### src/rtl/key_pkg.sv
// ----------------------------------------------------------------------------
// key_pkg
//
// Shared constants and types for the key event path.
//   - KEY_DEBOUNCE_DEFAULT       default stable-cycle count before the
//                                debounced level may change
//   - KEY_REPEAT_DELAY_DEFAULT   default hold time before the first repeat
//   - KEY_REPEAT_RATE_DEFAULT    default spacing between later repeats
//   - KEY_ID_W                   id field width, wide enough for 16 keys
//   - key_evt_t                  one queued/presented event (id + repeat flag)
//   - keyCountWidth / keyMax     width helpers for counters
// ----------------------------------------------------------------------------
package key_pkg;

    localparam int KEY_DEBOUNCE_DEFAULT     = 16;
    localparam int KEY_REPEAT_DELAY_DEFAULT = 500000;
    localparam int KEY_REPEAT_RATE_DEFAULT  = 100000;

    // Largest supported bank is 16 keys, so 4 id bits always suffice.
    localparam int KEY_ID_W = 4;

    typedef struct packed {
        logic [KEY_ID_W-1:0] id;
        logic                isRepeat;
    } key_evt_t;

    // Bits needed for a counter that runs 0 .. maxCount-1 (at least 1 bit).
    function automatic int keyCountWidth(input int maxCount);
        return (maxCount < 2) ? 1 : $clog2(maxCount);
    endfunction

    function automatic int keyMax(input int a, input int b);
        return (a > b) ? a : b;
    endfunction

endpackage

### src/rtl/key_debounce.sv
// ----------------------------------------------------------------------------
// key_debounce
//
// One key: 2-FF synchronizer, debounce counter, debounced level flop and a
// registered one-cycle pulse on each debounced press.
//
// Ports:
//   clk      in   clock, all state on posedge
//   reset    in   asynchronous, active-high reset (key reads as released)
//   keyN     in   raw key, asynchronous, 0 = pressed
//   pressed  out  debounced level, 1 = held
//   rise     out  one-cycle pulse, registered together with pressed 0->1
// ----------------------------------------------------------------------------
module key_debounce
    import key_pkg::*;
#(
    parameter int DEBOUNCE_CYCLES = KEY_DEBOUNCE_DEFAULT
) (
    input  logic clk,
    input  logic reset,
    input  logic keyN,
    output logic pressed,
    output logic rise
);

    localparam int CW = keyCountWidth(DEBOUNCE_CYCLES);

    // The counter counts the differing cycles already seen. The level flips on
    // the cycle that would make it DEBOUNCE_CYCLES-1, so a press settles
    // DEBOUNCE_CYCLES+1 edges after the raw input changes (2 sync edges plus
    // DEBOUNCE_CYCLES-1 differing edges).
    localparam logic [CW-1:0] LAST_CNT = CW'(DEBOUNCE_CYCLES - 2);

    logic          syncA;
    logic          syncB;
    logic [CW-1:0] cnt;

    always_ff @(posedge clk or posedge reset) begin
        if (reset) begin
            syncA   <= 1'b0;
            syncB   <= 1'b0;
            cnt     <= '0;
            pressed <= 1'b0;
            rise    <= 1'b0;
        end else begin
            syncA <= ~keyN;
            syncB <= syncA;
            rise  <= 1'b0;
            if (syncB == pressed) begin
                cnt <= '0;
            end else if (cnt == LAST_CNT) begin
                cnt     <= '0;
                pressed <= ~pressed;
                rise    <= ~pressed;
            end else begin
                cnt <= cnt + 1'b1;
            end
        end
    end

endmodule

### src/rtl/key_event_arbiter.sv
// ----------------------------------------------------------------------------
// key_event_arbiter
//
// Debounces a bank of active-low keys, keeps at most one pending press event
// per key and serializes those events round-robin onto one valid/ready stream.
//
// Optional feature macro: KEY_AUTOREPEAT_EN
//   defined   - held keys produce repeat events (event_repeat=1) after
//               REPEAT_DELAY cycles and then every REPEAT_RATE cycles
//   undefined - no hold counters; event_repeat is always 0
//
// Ports:
//   clk           in   clock, all state on posedge
//   reset         in   asynchronous, active-high reset
//   keysN         in   raw keys, 0 = pressed
//   pressed       out  debounced levels, 1 = held
//   event_valid   out  event_id / event_repeat are valid
//   event_ready   in   consumer accepts when event_valid && event_ready
//   event_id      out  index of the key that produced the event
//   event_repeat  out  1 = auto-repeat event, 0 = fresh press
//   overflow      out  one-cycle pulse when an edge is dropped
//
// Handshake: an event transfers on every rising clk edge where event_valid
// and event_ready are both 1. While event_valid=1 and event_ready=0 the
// event_id/event_repeat pair is frozen and event_valid stays high. The slot
// is refilled in the same cycle it is emptied, so with event_ready held high
// one event moves per cycle.
// ----------------------------------------------------------------------------
module key_event_arbiter
    import key_pkg::*;
#(
    parameter int NUM_KEYS        = 4,
    parameter int DEBOUNCE_CYCLES = KEY_DEBOUNCE_DEFAULT,
    parameter int REPEAT_DELAY    = KEY_REPEAT_DELAY_DEFAULT,
    parameter int REPEAT_RATE     = KEY_REPEAT_RATE_DEFAULT
) (
    input  logic                        clk,
    input  logic                        reset,
    input  logic [NUM_KEYS-1:0]         keysN,
    output logic [NUM_KEYS-1:0]         pressed,
    output logic                        event_valid,
    input  logic                        event_ready,
    output logic [$clog2(NUM_KEYS)-1:0] event_id,
    output logic                        event_repeat,
    output logic                        overflow
);

    localparam int IDW = $clog2(NUM_KEYS);

    // Elaboration-time parameter legality.
    if (NUM_KEYS < 2 || NUM_KEYS > 16) begin : gBadNumKeys
        $error("key_event_arbiter: NUM_KEYS must be 2..16");
    end
    if (DEBOUNCE_CYCLES < 2) begin : gBadDebounce
        $error("key_event_arbiter: DEBOUNCE_CYCLES must be at least 2");
    end
    if (REPEAT_DELAY < 1 || REPEAT_RATE < 1) begin : gBadRepeat
        $error("key_event_arbiter: REPEAT_DELAY and REPEAT_RATE must be at least 1");
    end

    logic [NUM_KEYS-1:0] pressEdge;   // debounced press pulses
    logic [NUM_KEYS-1:0] repEdge;     // auto-repeat pulses
    logic [NUM_KEYS-1:0] setMask;
    logic [NUM_KEYS-1:0] pending;
    logic [NUM_KEYS-1:0] pendRep;
    logic [NUM_KEYS-1:0] pendingNext;
    logic [NUM_KEYS-1:0] pendRepNext;
    logic [NUM_KEYS-1:0] grantMask;
    logic [NUM_KEYS-1:0] slotBusy;
    logic [NUM_KEYS-1:0] dropMask;
    logic [NUM_KEYS-1:0] acceptMask;

    key_evt_t            slot;
    key_evt_t            slotNext;
    logic                slotValidNext;
    logic                slotFree;
    logic                found;
    logic [IDW-1:0]      ptr;
    logic [IDW-1:0]      ptrNext;
    logic [IDW-1:0]      scanIdx;

    // ------------------------------------------------------------------
    // Per-key debounce
    // ------------------------------------------------------------------
    for (genvar i = 0; i < NUM_KEYS; i++) begin : gKey
        key_debounce #(
            .DEBOUNCE_CYCLES(DEBOUNCE_CYCLES)
        ) uDebounce (
            .clk    (clk),
            .reset  (reset),
            .keyN   (keysN[i]),
            .pressed(pressed[i]),
            .rise   (pressEdge[i])
        );
    end

    // ------------------------------------------------------------------
    // Auto-repeat hold counters
    // ------------------------------------------------------------------
`ifdef KEY_AUTOREPEAT_EN
    localparam int HOLD_W = keyCountWidth(keyMax(REPEAT_DELAY, REPEAT_RATE));

    for (genvar i = 0; i < NUM_KEYS; i++) begin : gHold
        logic [HOLD_W-1:0] holdCnt;
        logic              repeating;   // first repeat already issued
        logic              repPulse;

        // The counter runs from the cycle after pressed rises, so the first
        // repeat pulse lands exactly REPEAT_DELAY cycles after the press
        // pulse and later ones REPEAT_RATE cycles apart.
        always_ff @(posedge clk or posedge reset) begin
            if (reset) begin
                holdCnt   <= '0;
                repeating <= 1'b0;
                repPulse  <= 1'b0;
            end else begin
                repPulse <= 1'b0;
                if (!pressed[i]) begin
                    holdCnt   <= '0;
                    repeating <= 1'b0;
                end else if ((!repeating && holdCnt == HOLD_W'(REPEAT_DELAY - 1)) ||
                             ( repeating && holdCnt == HOLD_W'(REPEAT_RATE - 1))) begin
                    holdCnt   <= '0;
                    repeating <= 1'b1;
                    repPulse  <= 1'b1;
                end else begin
                    holdCnt <= holdCnt + 1'b1;
                end
            end
        end

        assign repEdge[i] = repPulse;
    end
`else
    // No repeats: pendRep and slot.isRepeat stay 0, so event_repeat is
    // constant 0.
    assign repEdge = '0;
`endif

    assign setMask = pressEdge | repEdge;

    // ------------------------------------------------------------------
    // Arbitration, pending bookkeeping and output slot
    // ------------------------------------------------------------------
    always_comb begin
        slotFree      = !event_valid || event_ready;
        grantMask     = '0;
        found         = 1'b0;
        ptrNext       = ptr;
        scanIdx       = '0;
        slotValidNext = event_valid && !event_ready;
        slotNext      = slot;
        slotBusy      = '0;

        // Scan starts one past the last grant so every key gets a turn.
        for (int k = 1; k <= NUM_KEYS; k++) begin
            scanIdx = (int'(ptr) + k >= NUM_KEYS) ? IDW'(int'(ptr) + k - NUM_KEYS)
                                                   : IDW'(int'(ptr) + k);
            if (slotFree && !found && pending[scanIdx]) begin
                found              = 1'b1;
                grantMask[scanIdx] = 1'b1;
                ptrNext            = scanIdx;
            end
        end

        if (found) begin
            slotValidNext     = 1'b1;
            slotNext.id       = KEY_ID_W'(ptrNext);
            slotNext.isRepeat = |(pendRep & grantMask);
        end

        // A key whose event sits unaccepted in the slot still owns its one
        // outstanding event, so a new edge for it is dropped.
        for (int i = 0; i < NUM_KEYS; i++) begin
            slotBusy[i] = event_valid && !event_ready && (slot.id == KEY_ID_W'(i));
        end

        // A key being granted this cycle frees its pending bit, so an edge
        // arriving on that same cycle is kept (set wins over clear).
        dropMask    = setMask & ((pending & ~grantMask) | slotBusy);
        acceptMask  = setMask & ~dropMask;
        pendingNext = (pending & ~grantMask) | acceptMask;
        pendRepNext = (pendRep & ~acceptMask) | (acceptMask & repEdge & ~pressEdge);
    end

    always_ff @(posedge clk or posedge reset) begin
        if (reset) begin
            pending     <= '0;
            pendRep     <= '0;
            slot        <= '0;
            event_valid <= 1'b0;
            ptr         <= '0;
            overflow    <= 1'b0;
        end else begin
            pending     <= pendingNext;
            pendRep     <= pendRepNext;
            slot        <= slotNext;
            event_valid <= slotValidNext;
            ptr         <= ptrNext;
            overflow    <= |dropMask;
        end
    end

    assign event_id     = slot.id[IDW-1:0];
    assign event_repeat = slot.isRepeat;

endmodule

### config.mk
export PLATFORM = sky130hd
export DESIGN_NAME = key_event_arbiter
export DESIGN_NICKNAME = d
export VERILOG_FILES = /design/src/rtl/key_pkg.sv /design/src/rtl/key_debounce.sv /design/src/rtl/key_event_arbiter.sv
export SDC_FILE = /design/constraint.sdc
export NUM_CORES = 1
export LEC_CHECK = 0
export BUFFER_PORTS_ARGS = -buffer_cell sky130_fd_sc_hd__buf_2
export CORE_MARGIN = 2
export CORE_UTILIZATION = 40
export DETAILED_ROUTE_END_ITERATION = 7
export PLACE_DENSITY = 0.65
export SLEW_MARGIN = 20
export SYNTH_ARGS = -nofsm -noshare
export SYNTH_HDL_FRONTEND = slang
export SYNTH_SLANG_ARGS = --single-unit
### constraint.sdc
create_clock -name clk -period 3.1 [get_ports clk]
set_input_delay 0.62 -clock clk [delete_from_list [all_inputs] [get_ports clk]]
set_output_delay 0.62 -clock clk [all_outputs]
set_load 0.01 [all_outputs]
* Word level (Yosys, flattened, before mapping)
Index checks and enable logic that the tools add are counted.
Widths: inputs -> output; s select.
** Storage, ports and cells
- Flip-flop bits (word level) :: 47
- Logic and storage cells :: 165
- Input port bits :: 7
- Output and inout bits :: 9
** Operators by class
- Magnitude comparators :: 12
- Bitwise operators :: 25
- Reductions and logical operators :: 29
- Add/sub/neg operators :: 12
- Muxes and demuxes :: 49
- Eq/ne operators :: 11
** Operator list (number)
- $mux 4 :: 12
- $mux 1 :: 21
- $and 4x4->4 :: 5
- $or 4x4->4 :: 5
- $add 4x1->4 const B :: 4
- $eq 4x4->1 const B :: 4
- $logic_and 1x1->1 :: 16
- $mux 2 :: 8
- $lt 2x3->1 const B :: 4
- $not 1->1 :: 12
- $not 4->4 :: 3
- $ge 3x3->1 const B :: 3
- $bmux 1 s2 :: 4
- $demux 1 s2 :: 4
- $ge 2x1->1 const B :: 4
- $reduce_and 2->1 :: 4
- $reduce_or 4->1 :: 2
- $sub 2x1->2 const B :: 4
- $add 2x2->3 const B :: 2
- $logic_not 1->1 :: 5
- $add 2x3->4 const B :: 1
- $eq 1x1->1 :: 4
- $eq 2x2->1 const B :: 2
- $ge 4x3->1 const B :: 1
- other kinds (4) :: 4

* Logic depth before layout (Yosys ltp)
- Word-level depth :: 27
- Gate-level depth with buffers :: 10
- Depth with buffers taken out :: 8

* By module
From an unflattened synthesis, not the netlist that was laid out.
** Unflattened totals
- Cell total of the unflattened synthesis :: 242
- Area total of the unflattened synthesis :: 2499.9 sq um
** By module, submodules not included
- key_debounce :: cells each 28, seq. area each 200.2 sq um, times used 4, area an instance 326.6 sq um
- key_event_arbiter :: cells each 130, seq. area each 375.4 sq um, times used 1, area an instance 1193.6 sq um

* Worst setup path before layout
OpenSTA, ideal clock, no wires.
- Kind :: flip-flop to flip-flop
- Start :: reg ptr[1]
- End :: reg overflow
- Setup slack :: 327 ps
- Stages on the path, launching flop included :: 11
- Required time :: 2960 ps
- Clock period less this slack :: 2773 ps
- Arrival time :: 2633 ps
- Library setup time :: 140 ps
- Buffers on the path :: 2
- Cells stage by stage :: dfrtp_1 > clkbuf_1 > inv_1 > ha_1 > buf_2 > mux4_1 > nand2b_1 > a21oi_2 > a222oi_1 > a41oi_1 > o2111ai_1
** Between the ends
- Cells in the longest elaborated chain, start to end :: 24
- Elaborated cells on any way between the ends :: 69
- Classes of those cells :: add/sub (8); order compare (12); mux (27); bitwise (7); reduce/logical (15)
** Ends and longest elaborated chain
- from (decl) :: line key_event_arbiter.sv:78 : logic [IDW-1:0] ptr;
- from (signal assigned) :: line key_event_arbiter.sv:199 : ptr <= ptrNext;
- branches (longest 18 deep; another with $add 2x1->3)
- $mux 4 (*) :: line key_event_arbiter.sv:159 : if (slotFree && !found && pending[scanIdx]) begin
- $not 4->4 (*) :: line key_event_arbiter.sv:180 : dropMask = setMask & ((pending & ~grantMask) | slotBusy);
- $and 4x4->4 (*) :: line key_event_arbiter.sv:180
- $or 4x4->4 (*) :: line key_event_arbiter.sv:180
- $and 4x4->4 (*) :: line key_event_arbiter.sv:180
- $reduce_or 4->1 (*) :: line key_event_arbiter.sv:200 : overflow <= |dropMask;
- to (signal assigned) :: line key_event_arbiter.sv:200
- to (decl) :: line key_event_arbiter.sv:45 : output logic overflow
Mark *: on every way between the ends. The select of a mux whose other input is x is not followed.
A chain may end at the register's enable or synchronous reset.

* Worst setup path in the final report
- Start :: reg ptr[0]
- End :: reg slot, in the netlist event_id[0]
** Between the ends
- Cells in the longest elaborated chain, start to end :: 19
- Elaborated cells on any way between the ends :: 42
- Classes of those cells :: add/sub (8); order compare (4); mux (20); reduce/logical (10)
** Ends and longest elaborated chain
- $add 2x1->3 :: line key_event_arbiter.sv:157, key_event_arbiter.sv:158
- $ge 3x3->1 / $sub 2x1->2 (equally long branches) :: line key_event_arbiter.sv:157 : scanIdx = (int'(ptr) + k >= NUM_KEYS) ? IDW'(int'(ptr) + k - NUM_KEYS)
- $mux 2 :: line key_event_arbiter.sv:157
- $bmux 1 s2 :: line key_event_arbiter.sv:159
- $mux 1 (not written as such) :: line key_event_arbiter.sv:159
- $logic_and 1x1->1 :: line key_event_arbiter.sv:159
- $mux 1 :: line key_event_arbiter.sv:159
- $logic_not 1->1 :: line key_event_arbiter.sv:159
- $logic_and 1x1->1 (2 in series) :: line key_event_arbiter.sv:159
- $mux 1 :: line key_event_arbiter.sv:159
- $logic_not 1->1 :: line key_event_arbiter.sv:159
- $logic_and 1x1->1 (2 in series) :: line key_event_arbiter.sv:159
- $mux 1 :: line key_event_arbiter.sv:159
- $logic_not 1->1 :: line key_event_arbiter.sv:159
- $logic_and 1x1->1 (2 in series) :: line key_event_arbiter.sv:159
- $mux 2 (*) :: line key_event_arbiter.sv:159
- named net ptrNext[0] :: line key_event_arbiter.sv:79 : logic [IDW-1:0] ptrNext;
- to (signal assigned) :: line key_event_arbiter.sv:197 : slot <= slotNext;
- to (decl) :: line key_event_arbiter.sv:73 : key_evt_t slot;
The timed path passes the listed nets; every way through them passes the cells marked *. The select of a mux whose other input is x is not followed.

==> out/metrics.yaml <==
run_status:
  status: "complete, no violations"
synthesis:
  synth_top_family_by_area: "simple AND/OR/NAND/NOR gates"
  syn_inst: 229
  synth_seq_area_share_pct: 48.4
  synthAdderAreaFrac_pct: 7.72
  synthArstFlopShare_pct: 100
  yosysMostFrequentCell: "dfrtp_1"
  synthTopCellsByArea: "dfrtp_1, ha_1, nor2_1, nand3_1, nand2_1"
  yosys.area_share.simple_pct: 14.6
  synth_compound_area_share_pct: 11.9
  synth_cell_types: 46
  synthFlopType: "dfrtp_1"
  synth_edf_count: 0
  synth-seq-cells: 47
  synth_xor_area_share_pct: 4.68
  synthMuxAreaShare_pct: 7.46
  postSynthAreaPerCell_um2: 10.6
  synth_top_area_share_pct: 48.4
  synth_common_cells: "dfrtp_1, nor2_1, nand2_1, inv_1"
  synth_warnings: 0
  syn-cell-area_mm2: 0.00243
  synth_nets: 251
  yosys.area.top_type: "dfrtp_1"
setup_path:
  r2r_setup_slack_ps: 490
  end_kind: "flop"
  cp.arrival_ps: 2800
  cp_slowest_cell: "a21oi_1"
  cp_top_family: "compound AO/OA/AOI/OAI gates"
  cp_max_fo: 8
  critPathBufInv: 2
  slowest_delay_ps: 510
  critPathLaunchType: "flop"
  critPathRequiredTime_ps: 3290
  crit_chain: "inv_1 -> ha_1 -> buf_4 -> mux2i_1 -> nand4_1 -> a21oi_1 -> nor2_1 -> xnor2_1 -> mux2_2"
  path_class: "flop to flop"
pwr:
  clkPwrFrac_pct: 21.2
  power_mw: 1.77
  p_comb_share_pct: 36.7
  switching_power_mw: 0.653
  internal-power_mw: 1.11
  p_per_area_mw_per_mm2: 668
  peakVddDrop_uv: 301
  p_leak_nw: 1.26
  switching_share_pct: 37.0
  p_seq_share_pct: 42.1
cts:
  cts_setup_buffers: 0
  clkTransAtPathRegs_ps: 90
  cts.path.max_buffers: 2
  cts-resized-gates: 0
  cts_max_level: 2
  cts_root_buf: "clkbuf_8"
  clk_latency_ps: 300
  cts_buffers: 5
  cts_tree: "built"
  ctsHoldBuffers: 0
  cts_num_sinks: 47
route:
  first_pass_iters: 5
  drt_first_iter_violations: 155
  vias: 1704
  wl_per_cell_um: 13.8
  wirelength_um: 4410
  remaining_drc_errors: 0
  postRouteAntennaNets: 0
  vias_per_cell: 5.34
sta:
  rsz0062_at_grt: "no"
  skew_ps: 7.36
  worst_pin_slew_ps: 787
  setup_viol: 0
  hold_viol: 0
  max_slew_margin_pct: 47.5
  min_period_ps: 2610
  slew_violations: 0
  finalSetupTns_ps: 0
  period_share_pct: 84.2
  setup_ws_ps: 489
  fmax_mhz: 383
finish:
  drive_gt1_share_pct: 14.3
  area_growth_pct: 8.80
  design_area_mm2: 0.00265
  diodes: 0
  fin_nets: 265
placement:
  placed_area_mm2: 0.00256
  dp_slack_ps: 475
  gp_congestion: 0.903
  hpwl_um: 3140
  portBuffers: 15
die:
  core-area_mm2: 0.00589
  boundaryPins: 16
  start_util_pct: 41.3
  die_h_um: 82.0
  die-area_mm2: 0.00672
  die_w_um: 82.0
  rows: 28
run:
  drv_cap: 0
global_route:
  grt.total_usage_pct: 15.1
  grt_pass1_vias: 1652
  grt_max_degree: 48
  antenna_found_initial: 0
  grt_pass1_wl_um: 7620
  grt-ovfl-total: 0
worst_hold_path:
  hp-class: "flop to flop"
==> cell families after synthesis <==
group                    Yosys count
buffers and inverters             27
XOR/XNOR                          13
multiplexers                      13
adder cells (fa/ha/maj)           15
AO/OA/AOI/OAI                     38
AND/OR/NAND/NOR                   76
flip-flops                        47
==> power by group through the flow <==
stage | Sequential (mW) | Combinational [mW] | Clock [mW]
global route | 0.758 | 0.727 | 0.418
global placement | 0.753 | 0.641 | 0
detailed placement | 0.755 | 0.647 | 0
floorplan | 0.744 | 0.501 | 0
finish | 0.744 | 0.649 | 0.374
CTS | 0.743 | 0.650 | 0.390
==> stage by stage <==
| stage | std cells | hold WS, ps | utilization [%] |
|---|---|---|---|
| 2_1_floorplan | 229 | 331 | - |
| 4_1_cts | 319 | 362 | 44.9 |
| 3_3_place_gp | 311 | 334 | 43.4 |
| 5_1_grt | 319 | 365 | 45.0 |
| 6_report | 319 | 359 | 45.0 |
| 3_5_place_dp | 311 | 339 | 43.4 |
==> final timing paths <==
kind / startpoint / endpoint / cells past startpoint
hold / removal: gKey[3].uDebounce.syncA / gKey[3].uDebounce.syncB / 0
setup reg to reg: ptr[0] / event_id[0] / 9
min in group asynchronous: reset / gKey[0].uDebounce.syncA / 2
setup / recovery: ptr[0] / event_id[0] / 9
max in group asynchronous: reset / event_repeat / 2
hold reg to reg: gKey[3].uDebounce.syncA / gKey[3].uDebounce.syncB / 0
==> routing by layer <==
| metal | share of wire (%) | global-route usage [%] |
|---|---|---|
| met5 | 0 | 0 |
| met4 | 1.0 | 4.67 |
| met3 | 4.3 | 3.19 |
| met2 | 48 | 24.8 |
| met1 | 47 | 20.0 |
==> sequential cells by signal, indices dropped and copies added, names as in the netlist <==
signal and count:
event_id 2, event_repeat 1, event_valid 1, gKey.uDebounce.cnt 16, gKey.uDebounce.pressed 4, gKey.uDebounce.rise 4
gKey.uDebounce.syncA 4, gKey.uDebounce.syncB 4, overflow 1, pendRep 4, pending 4, ptr 2
==> final cells by class <==
type / count / area, um^2
fillers: 577 / 3240
inverters: 16 / 61.3
repair buffers: 18 / 97.6
clock inverters: 2 / 16.3
well taps: 75 / 93.8
flip-flops and latches: 47 / 1180
multi-input cells: 155 / 1130
clock buffers: 6 / 72.6
==> placed cells by master (no fill, tap or decap), types with 3 or more instances in the layout <==
cell type  instances
nand3_1           15
xor2_1             8
nand4_1            4
a31oi_1            5
buf_2             15
mux2_2             5
buf_4              3
a222oi_1           3
clkbuf_8           5
xnor2_1            5
mux2i_1            5
nor2_1            24
nor3b_1            4
ha_1              15
a21oi_1            5
a21boi_0           3
dfrtp_1           47
nand2b_1           4
inv_1             15
nand2_1           19
Power figures use the tool's default switching activity.
